File: config.mk
export PLATFORM = sky130hd
export DESIGN_NAME = i2c_write_master
export DESIGN_NICKNAME = d
export VERILOG_FILES = /design/src/rtl/i2c_write_master.sv
export SDC_FILE = /design/constraint.sdc
export NUM_CORES = 1
export LEC_CHECK = 0
export ABC_AREA = 1
export CAP_MARGIN = 25
export CORE_UTILIZATION = 51
export DETAILED_ROUTE_END_ITERATION = 12
export PLACE_DENSITY = 0.75
export SYNTH_ARGS = -nofsm -noshare
export SYNTH_HDL_FRONTEND = slang
export SYNTH_SLANG_ARGS = --single-unit
File: constraint.sdc
create_clock -name clk -period 2.3 [get_ports clk]
set_clock_uncertainty 0.05 [all_clocks]
set_input_delay 0.46 -clock clk [delete_from_list [all_inputs] [get_ports clk]]
set_output_delay 0.46 -clock clk [all_outputs]
set_load 0.05 [all_outputs]
File: src/rtl/i2c_write_master.sv
// I2C write-only master. It sends START, {address,W}, sub-address, data0, data1
// and STOP, and aborts to STOP on a NAK. The outputs are open-drain enables:
// *_oe=1 pulls the line low and *_oe=0 releases it to the pull-up. Each bus bit
// spans four quarter periods of CLK_DIV clocks. A slave holding SCL low stretches
// the current quarter.
module i2c_write_master #(
    parameter int unsigned CLK_DIV = 25
) (
    input  logic       clk,
    input  logic       rst_n,
    input  logic       start,
    input  logic [6:0] i2c_addr,
    input  logic [7:0] sub_addr,
    input  logic [7:0] data0,
    input  logic [7:0] data1,
    input  logic       sda_in,
    input  logic       scl_in,
    output logic       sda_oe,
    output logic       scl_oe,
    output logic       busy,
    output logic       done,
    output logic       nak
);

    localparam logic [2:0] ST_IDLE  = 3'd0;
    localparam logic [2:0] ST_START = 3'd1;
    localparam logic [2:0] ST_BIT   = 3'd2;
    localparam logic [2:0] ST_ACK   = 3'd3;
    localparam logic [2:0] ST_STOP  = 3'd4;

    localparam logic [7:0] DIV_LAST = 8'(CLK_DIV - 1);

    logic [2:0] state, state_n;
    logic [1:0] quarter, quarter_n;
    logic [2:0] bit_cnt, bit_cnt_n;
    logic [1:0] byte_idx, byte_idx_n;
    logic [7:0] shift, shift_n;
    logic [7:0] sub_q, data0_q, data1_q;
    logic [7:0] next_byte;
    logic [7:0] div_cnt;
    logic       nak_n, done_n, sda_oe_n, scl_oe_n;
    logic       accept, stretch, tick;

    // A start that coincides with the done pulse is deliberately not taken.
    assign accept  = (state == ST_IDLE) && start && !done;
    assign stretch = !scl_oe && !scl_in;
    assign tick    = (state != ST_IDLE) && !stretch && (div_cnt == DIV_LAST);

    // Select the byte that follows the current one.
    always_comb begin
        case (byte_idx)
            2'd0:    next_byte = sub_q;
            2'd1:    next_byte = data0_q;
            default: next_byte = data1_q;
        endcase
    end

    // Next-state sequencing, with line drive decoded from the next state.
    always_comb begin
        state_n    = state;
        quarter_n  = quarter;
        bit_cnt_n  = bit_cnt;
        byte_idx_n = byte_idx;
        shift_n    = shift;
        nak_n      = nak;
        done_n     = 1'b0;

        case (state)
            ST_IDLE: begin
                if (accept) begin
                    state_n    = ST_START;
                    quarter_n  = 2'd0;
                    bit_cnt_n  = 3'd0;
                    byte_idx_n = 2'd0;
                    shift_n    = {i2c_addr, 1'b0};
                    nak_n      = 1'b0;
                end
            end
            ST_START: begin
                if (tick) begin
                    if (quarter == 2'd1) begin
                        state_n   = ST_BIT;
                        quarter_n = 2'd0;
                    end else begin
                        quarter_n = quarter + 2'd1;
                    end
                end
            end
            ST_BIT: begin
                if (tick) begin
                    if (quarter == 2'd3) begin
                        quarter_n = 2'd0;
                        shift_n   = {shift[6:0], 1'b0};
                        if (bit_cnt == 3'd7) begin
                            state_n   = ST_ACK;
                            bit_cnt_n = 3'd0;
                        end else begin
                            bit_cnt_n = bit_cnt + 3'd1;
                        end
                    end else begin
                        quarter_n = quarter + 2'd1;
                    end
                end
            end
            ST_ACK: begin
                if (tick) begin
                    if (quarter == 2'd2 && sda_in) begin
                        nak_n = 1'b1;
                    end
                    if (quarter == 2'd3) begin
                        quarter_n = 2'd0;
                        // nak was registered at the q2 tick, so it is valid here.
                        if (nak || byte_idx == 2'd3) begin
                            state_n = ST_STOP;
                        end else begin
                            state_n    = ST_BIT;
                            byte_idx_n = byte_idx + 2'd1;
                            shift_n    = next_byte;
                        end
                    end else begin
                        quarter_n = quarter + 2'd1;
                    end
                end
            end
            ST_STOP: begin
                if (tick) begin
                    if (quarter == 2'd2) begin
                        state_n   = ST_IDLE;
                        quarter_n = 2'd0;
                        done_n    = 1'b1;
                    end else begin
                        quarter_n = quarter + 2'd1;
                    end
                end
            end
            default: begin
                state_n   = ST_IDLE;
                quarter_n = 2'd0;
            end
        endcase

        sda_oe_n = 1'b0;
        scl_oe_n = 1'b0;
        case (state_n)
            ST_START: sda_oe_n = (quarter_n == 2'd1);
            ST_BIT: begin
                scl_oe_n = !quarter_n[1];
                sda_oe_n = !shift_n[7];
            end
            ST_ACK:   scl_oe_n = !quarter_n[1];
            ST_STOP: begin
                sda_oe_n = (quarter_n != 2'd2);
                scl_oe_n = (quarter_n == 2'd0);
            end
            default: begin
                sda_oe_n = 1'b0;
                scl_oe_n = 1'b0;
            end
        endcase
    end

    // Quarter-period divider. It is held at zero in idle and frozen while the slave stretches SCL.
    always_ff @(posedge clk) begin
        if (!rst_n) begin
            div_cnt <= '0;
        end else if (state == ST_IDLE || tick) begin
            div_cnt <= '0;
        end else if (!stretch) begin
            div_cnt <= div_cnt + 8'd1;
        end
    end

    // Capture the payload bytes when a transaction is accepted.
    always_ff @(posedge clk) begin
        if (!rst_n) begin
            sub_q   <= '0;
            data0_q <= '0;
            data1_q <= '0;
        end else if (accept) begin
            sub_q   <= sub_addr;
            data0_q <= data0;
            data1_q <= data1;
        end
    end

    // Register the FSM state and all outputs.
    always_ff @(posedge clk) begin
        if (!rst_n) begin
            state    <= ST_IDLE;
            quarter  <= '0;
            bit_cnt  <= '0;
            byte_idx <= '0;
            shift    <= '0;
            nak      <= 1'b0;
            done     <= 1'b0;
            busy     <= 1'b0;
            sda_oe   <= 1'b0;
            scl_oe   <= 1'b0;
        end else begin
            state    <= state_n;
            quarter  <= quarter_n;
            bit_cnt  <= bit_cnt_n;
            byte_idx <= byte_idx_n;
            shift    <= shift_n;
            nak      <= nak_n;
            done     <= done_n;
            busy     <= (state_n != ST_IDLE);
            sda_oe   <= sda_oe_n;
            scl_oe   <= scl_oe_n;
        end
    end

endmodule

After elaboration in Yosys (flattened, before gate mapping). Index checks and enable logic that the tools add are counted.

Bits of input ports: 36. Word-level logic and storage cells: 119. Register bits: 55. Output and inout port bits: 5.

Muxes and demuxes: 45. Bitwise operators: 1. Equal/unequal tests: 24. Reduce and logical (&&, ||, !) cells: 30. Add/subtract/negate cells: 4.

Operator list (count): two-way mux 8 bit (6); two-way mux 3 bit (15); case mux 8 bit (3 select lines) (1); two-way mux 2 bit (11); inequality test 2 bit, second input constant (8); case mux 8 bit (2 select lines) (1); case mux 3 bit (5 select lines) (1); equality test 3 x 2 -> 1 bit, second input constant (4); equality test 3 bit, second input constant (3); nonzero test 3 bit (3); adder 8 x 1 -> 8 bit, second input constant (1); equality test 8 x 5 -> 1 bit, second input constant (1); case mux 2 bit (4 select lines) (1); AND reduction 4 bit (2); AND reduction 7 bit (1); equality test 2 x 1 -> 1 bit, second input constant (3); equality test 2 bit, second input constant (3); equality test 3 x 1 -> 1 bit, second input constant (2); logical AND 1 bit (6); logical NOT 1 bit (6); case mux 3 bit (2 select lines) (1); OR reduction 2 bit (3); AND reduction 5 bit (1); adder 2 x 1 -> 2 bit, second input constant (2); other kinds (11) (18).

Logic depth before layout (Yosys ltp). Gate-level depths: netlist of the first run.

Depth in word-level cells: 10. Depth in mapped cells: 15. Gate-level depth less buffers: 14.

Worst setup path after synthesis of the first run. No wires, ideal clock.

Kind: flip-flop to flip-flop. Start: reg scl_oe. End: reg sda_oe. Buffers on the path: 1. Arrival time: 1661 ps. Cell stages (with the launch flop): 15. Required time: 2138 ps. Clock period less this slack: 1823 ps. Library setup time: 112 ps. Slack: 477 ps. Path through: dfxtp_1 nor2_2 nor2_4 nand2_4 nor2_8 buf_6 nand2_1 nand2_1 nand2_1 nand3_1 nand2_1 nand2_1 nand2_1 inv_1 nand2_1.

Cells in the longest elaborated chain, start to end: 9. Elaborated cells between the ends (all ways): 24. Those cells by class: eq/ne (5); mux (13); reduce/logical (6).

Ends and longest elaborated chain: start: declaration (line 19) `output logic scl_oe,`; start signal: assignment (line 209) `scl_oe <= scl_oe_n;`; logical NOT 1 bit (*) (line 46) `assign stretch = !scl_oe && !scl_in;`; logical AND 1 bit (*) (line 46); logical NOT 1 bit (*); logical AND 1 bit (*) (2 in series) (line 47) `assign tick = (state != ST_IDLE) && !stretch && (div_cnt == DIV_LAST);`; two-way mux 3 bit, or another cell as far along (line 126) `if (tick) begin`; case mux 3 bit (5 select lines), or another cell as far along (line 68) `case (state)`; equality test 3 bit, or another cell as far along (line 144) `case (state_n)`; case mux 1 bit (3 select lines) (*) (line 144); end signal: assignment (line 208) `sda_oe <= sda_oe_n;`; end: declaration (line 18) `output logic sda_oe,`.

Mark *: on every way between the ends. The rest lies on a longest branch, timed or not. The select of a mux whose other input is x is not followed. A chain may end at the register's enable or synchronous reset.

Worst setup path in the final report of the first run.
Start: reg quarter[1]. End: reg sda_oe.

Cells in the longest elaborated chain, start to end: 6. Elaborated cells between the ends (all ways): 33. Those cells by class: add/sub (1); eq/ne (8); mux (23); reduce/logical (1).

Ends and longest elaborated chain: start: declaration (line 34) `logic [1:0] quarter, quarter_n;`; start signal: assignment (line 201) `quarter <= quarter_n;`; adder 2 x 1 -> 2 bit, or another cell as far along; two-way mux 2 bit, or another cell as far along (line 127) `if (quarter == 2'd2) begin`; two-way mux 2 bit, or another cell as far along (line 126); case mux 2 bit (4 select lines), or another cell as far along (line 68); inequality test 2 bit, or another cell as far along (line 152) `sda_oe_n = (quarter_n != 2'd2);`; case mux 1 bit (3 select lines) (*) (line 144).

Marks and branches as above.

==> impl_metrics.py, run 1 <==
metrics = {
    "final_layout": {
        "n_fill_cell": 509,
        "instances_no_fill": 521,
        "area_delta_synth_final_pct": 19.87,
        "mostFrequentLayoutCell": "nand2_1",
        "layout_common_cells": "72 x nand2_1, 67 x nor2_1, 55 x dfxtp_1",
        "nets": 499,
        "final_layout_size_suffix_gt1_share_pct": 8.647,
        "final_cell_area_um2": 3450,
        "diodes": 0,
    },
    "timing": {
        "holdWs_ns": 0.3991,
        "fmaxAchievable_mhz": 495.3,
        "slew_headroom_pct": 66.39,
        "rsz0062_at_grt": "false",
        "worst_slew_pin_slew_ns": 0.5025,
        "setup_tns_ns": 0,
        "period_minus_slack_ns": 2.019,
        "setup_violations": 0,
        "final_max_slew_viol_count": 0,
        "fin_crit_sh_pct": 87.79,
        "final.setup.worst_slack_ns": 0.2809,
        "finalHoldViolCount": 0,
    },
    "logic_synthesis": {
        "yosys.area_share.simple_pct": 30.17,
        "async_flop_share_pct": 0,
        "yosys_register_bits": 55,
        "synth_cells": 410,
        "ys.flop_type": "dfxtp_1",
        "synth_top_family_by_area": "simple AND/OR/NAND/NOR gates",
        "synth_edf_count": 0,
        "synth.area.mux_share_pct": 0,
        "synth-xor-area-share_pct": 0.6087,
        "synth_fp_nets": 459,
        "yosys_warnings": 0,
        "syn_area_per_cell_um2": 7.019,
        "synth_adder_area_share_pct": 5.652,
        "synth.cell_area_um2": 2878,
        "ys_seq_area_share_pct": 38.26,
        "yosysUniqueCellTypes": 33,
        "synth_compound_gate_area_share_pct": 17.48,
    },
    "floorplan": {
        "ios": 41,
        "die_width_um": 77.12,
        "rows": 26,
        "die_h_um": 77.12,
        "design.core.area_um2": 5270,
        "dieArea_um2": 5947,
        "start_util_pct": 54.61,
    },
    "grt": {
        "grt_pass1_wl_mm": 11.52,
        "grt_pass1_vias": 2585,
        "grt_use_met3_pct": 3.690,
        "grt_overflow": 0,
        "use_met2_pct": 40.80,
        "grt_antenna_before_repair": 0,
        "grt_max_degree": 32,
        "met1_usage_pct": 31.25,
        "top_usage_layer": "met2",
        "grt.total_usage_pct": 24.04,
    },
    "place": {
        "hpwl_mm": 4.875,
        "place_congestion": 0.8771,
        "detailed_place.area_um2": 3354,
        "dp_slack_ns": 0.03059,
        "port_buffers": 40,
        "dp.cells": 513,
    },
    "critical_path": {
        "critical_path_class": "register to register",
        "critPathCapture": "sda_oe$_SDFF_PN0_",
        "startpoint": "quarter[1]$_SDFF_PN0_",
        "critPathCaptureType": "register",
        "r2r_end": "sda_oe$_SDFF_PN0_",
        "worstPathArrival_ns": 2.22,
        "r2r_start": "quarter[1]$_SDFF_PN0_",
        "crit_required_ns": 2.50,
        "start_kind": "register",
        "ff2ff_setup_slack_ns": 0.28,
        "path_max_fanout": 8,
        "reg2reg_depth": 13,
    },
    "route": {
        "antenna_left": 0,
        "drt_pass1_iterations": 4,
        "initialDrtViolationCount": 163,
        "viasPerCell": 5.203,
        "vias": 2711,
        "wl_per_cell_um": 12.56,
        "wl_mm": 6.545,
        "drc_errors": 0,
    },
    "clock_tree": {
        "ctsHoldBuffers": 0,
        "cts_buffers": 5,
        "cts_sinks": 55,
        "cts_setup_buffers": 0,
        "clockBufferDepth": 2,
        "post_cts_resized": 0,
        "cts_tree": "built",
        "clk_latency_ns": 0.30,
        "clkSlewWorstSetupHoldPaths_ns": 0.10,
        "htreeDepth": 2,
        "root_buffer": "clkbuf_8",
    },
    "pwr": {
        "p_leak_nw": 1.425,
        "power.density_nw_per_um2": 554.1,
        "vdd_ir_drop_max_v": 0.0003257,
    },
    "min_path": {
        "hold_path_class": "register to register",
    },
    "job": {
        "drv_cap": 0,
    },
    "status": {
        "outcome": "finished clean",
    },
}
-- cells by family after synthesis --
logic type / count (synthesis)
AO/OA/AOI/OAI: 93
flip-flops: 55
buffers and inverters: 58
adder cells (fa/ha/maj): 13
AND/OR/NAND/NOR: 189
XOR/XNOR: 2
-- cells in the mapped netlist, types with 3 or more instances --
cell | number | share of area, %
nand4_1 | 3 | 0.65
a21oi_1 | 43 | 7.5
nor3_1 | 5 | 0.87
nor2_4 | 3 | 1.2
nor2_2 | 7 | 1.5
o21ai_1 | 4 | 0.70
o2bb2ai_1 | 4 | 1.2
dfxtp_1 | 55 | 38
o21ai_0 | 34 | 5.9
nand3_1 | 17 | 3.0
nand2_1 | 72 | 9.4
inv_1 | 43 | 5.6
clkbuf_1 | 12 | 1.6
nor2_1 | 67 | 8.7
ha_1 | 13 | 5.7
nand2_2 | 3 | 0.65
nand3_2 | 5 | 1.7
-- worst max-delay path, stage by stage, from the launching register on --
cell,delay (ns)
dfxtp_1,0.42
ha_1,0.39
nand2_1,0.14
nor2_2,0.20
nand3_2,0.19
nand2_1,0.10
inv_1,0.05
nand3_2,0.08
nand2_1,0.07
nor2_1,0.09
nand2_1,0.06
nand2_1,0.06
inv_1,0.04
nand2_1,0.04
-- power by group --
| group | switching, mW | internal [mW] | leakage, nW |
|---|---|---|---|
| clock | 0.309 | 0.247 | 0.0484 |
| combinational | 0.182 | 0.139 | 0.926 |
| sequential | 0.0270 | 1.01 | 0.451 |
| total | 0.519 | 1.39 | 1.43 |
-- routing by layer --
metal | wire (µm) | vias up
met1 | 3002 | 1195
met3 | 404 | 10
met5 | 0 | -
li1 | - | 1409
met2 | 3061 | 97
met4 | 76 | 0
-- sequential cells by signal (all words and copies together), names as in the netlist --
signal and cells:
bit_cnt 3, busy 1, byte_idx 2, data0_q 8, data1_q 8, div_cnt 8
done 1, nak 1, quarter 2, scl_oe 1, sda_oe 1, shift 8
state 3, sub_q 8
-- layout make-up --
cell class | instances | area, µm² | share of cell area (%)
clock buffer | 7 | 86.33 | 2.503
clock inverter | 1 | 8.758 | 0.2539
inverter | 45 | 168.9 | 4.897
multi-input combinational | 297 | 1551 | 44.98
sequential | 55 | 1101 | 31.92
tap | 70 | 87.58 | 2.539
timing repair buffer | 46 | 445.4 | 12.91
-- through the flow --
step,total power [mW],util (%)
detailed placement,1.374,63.65
floorplan,1.245,-
CTS,1.914,65.46
global route,1.999,65.46
global placement,1.367,63.65
finish,1.912,65.46
-- how the worst min path moves through the flow --
stage / endpoint / cells after the start / slack, ns / from
after floorplan: sub_q[7]$_SDFFE_PN0P_ / 2 / 0.37 / sub_q[7]$_SDFFE_PN0P_
after global placement: data0_q[0]$_SDFFE_PN0P_ / 2 / 0.38 / data0_q[0]$_SDFFE_PN0P_
after detailed placement: data0_q[1]$_SDFFE_PN0P_ / 2 / 0.39 / data0_q[1]$_SDFFE_PN0P_
after CTS: data0_q[1]$_SDFFE_PN0P_ / 2 / 0.40 / data0_q[1]$_SDFFE_PN0P_
after global routing: data0_q[4]$_SDFFE_PN0P_ / 2 / 0.43 / data0_q[4]$_SDFFE_PN0P_
final: data0_q[4]$_SDFFE_PN0P_ / 2 / 0.40 / data0_q[4]$_SDFFE_PN0P_
Power figures use the tool's default switching activity.
==> inputs of run 2 (changes only) <==
CORE_MARGIN = 2   (was default)
==> impl_metrics.py, run 2 (synthesis results as in run 1) <==
metrics = {
    "critical_path": {
        "start_kind": "register",
        "cp_cell_sequence": "clkdlybuf4s50_1",
        "cp_num_buf_inv": 1,
        "worstPathArrival_ns": 1.51,
        "cp_top_family": "buffers and inverters",
        "cp_slowest_stage_delay_ns": 0.82,
        "critPathCaptureType": "output pin",
        "path_max_fanout": 3,
        "crit_required_ns": 1.79,
        "critical_path_class": "register to output pin",
        "crit_slowest_cell": "clkdlybuf4s50_1",
    },
    "route": {
        "initialDrtViolationCount": 139,
        "antenna_left": 0,
        "vias": 2726,
        "drt_pass1_iterations": 4,
        "wl_per_cell_um": 12.55,
        "wl_mm": 6.602,
        "drc_errors": 0,
        "viasPerCell": 5.183,
    },
    "timing": {
        "fmaxAchievable_mhz": 494.4,
        "finalHoldViolCount": 0,
        "rsz0062_at_grt": "false",
        "period_minus_slack_ns": 2.023,
        "holdWs_ns": 0.3999,
        "final.setup.worst_slack_ns": 0.2775,
        "slew_headroom_pct": 67.01,
        "setup_tns_ns": 0,
        "setup_violations": 0,
        "final_max_slew_viol_count": 0,
        "fin_crit_sh_pct": 87.94,
        "worst_slew_pin_slew_ns": 0.4933,
    },
    "final_layout": {
        "area_delta_synth_final_pct": 20.74,
        "diodes": 0,
        "layout_common_cells": "72 x nand2_1, 67 x nor2_1, 55 x dfxtp_1",
        "seqCellArea_um2": 1101,
        "n_fill_cell": 522,
        "final_layout_size_suffix_gt1_share_pct": 9.251,
        "nets": 502,
        "final_util_pct": 63.49,
        "mostFrequentLayoutCell": "nand2_1",
        "multi_input_area_um2": 1551,
    },
    "grt": {
        "grt_max_degree": 28,
        "grt.total_usage_pct": 23.01,
        "grt_pass1_vias": 2625,
        "grt_overflow": 0,
        "grt_pass1_wl_mm": 11.53,
        "grt_antenna_before_repair": 0,
    },
    "place": {
        "port_buffers": 40,
        "hpwl_mm": 5.031,
        "dp_slack_ns": 0.05355,
        "place_congestion": 0.9118,
    },
    "clock_tree": {
        "post_cts_resized": 0,
        "ctsHoldBuffers": 0,
        "clkSlewWorstSetupHoldPaths_ns": 0.10,
        "clk_latency_ns": 0.32,
        "cts_tree": "built",
        "root_buffer": "clkbuf_8",
        "cts_sinks": 55,
        "clockBufferDepth": 2,
        "cts_setup_buffers": 0,
        "htreeDepth": 2,
        "cts_buffers": 5,
    },
    "floorplan": {
        "ios": 41,
        "die_width_um": 79.12,
        "dieArea_um2": 6259,
        "start_util_pct": 52.58,
        "die_h_um": 79.12,
        "design.core.area_um2": 5473,
        "rows": 27,
    },
    "pwr": {
        "power.density_nw_per_um2": 553.2,
        "vdd_ir_drop_max_v": 0.0003722,
        "p_leak_nw": 1.439,
    },
    "min_path": {
        "hold_path_class": "register to register",
    },
    "job": {
        "drv_cap": 0,
    },
    "status": {
        "outcome": "finished clean",
    },
}
run 2: cell count changes in the layout (fill, tap and decap cells not counted):
cell,change
buf_4,+3
run 2: through the flow:
step / instances / power (mW) / instance area (µm²)
floorplan: 410 / 1.245 / 2878
global placement: 518 / 1.371 / 3379
detailed placement: 518 / 1.377 / 3379
CTS: 526 / 1.934 / 3475
global route: 526 / 2.021 / 3475
finish: 526 / 1.922 / 3475
run 2: worst paths after layout:
kind	start	end	slack (ns)	depth (start not counted)
worst max-delay path	nak$_SDFFE_PN0P_	nak	0.28	1
worst min-delay path	data0_q[4]$_SDFFE_PN0P_	data0_q[4]$_SDFFE_PN0P_	0.40	2
worst max register to register	div_cnt[0]$_SDFFE_PP0N_	sda_oe$_SDFF_PN0_	0.31	13
worst min register to register	data0_q[4]$_SDFFE_PN0P_	data0_q[4]$_SDFFE_PN0P_	0.40	2
run 2: final cells by class:
class                           count  area share [%]
Sequential cell                    55           31.69
Tap cell                           72           2.593
Multi-Input combinational cell    297           44.65
Clock inverter                      1          0.2521
Timing Repair Buffer               49           13.47
Clock buffer                        7           2.485
Inverter                           45           4.861
run 2: layer usage:
layer  up-vias  GRT usage [%]  part of all wire [%]
met1      1210          29.15                    45
met2        87          38.47                    47
met4         0          9.138                   2.5
met3        19          4.545                   5.6
met5         -              0                     0
li1       1410              -                     -
run 2: worst register-to-register path, cell delays in order, from the launching register on:
cell,delay [ns]
dfxtp_1,0.36
inv_1,0.08
ha_1,0.18
nand3_1,0.19
nor2_8,0.30
nand2_1,0.13
nand2_1,0.11
nand2_1,0.09
nor2_1,0.15
nor2_1,0.07
nand2_1,0.06
nand2_1,0.04
nand2_1,0.05
nand2_1,0.05
run 2: power by group:
group	internal [mW]	switching, mW
registers	1.01	0.0264
clock network	0.248	0.319
logic	0.141	0.182
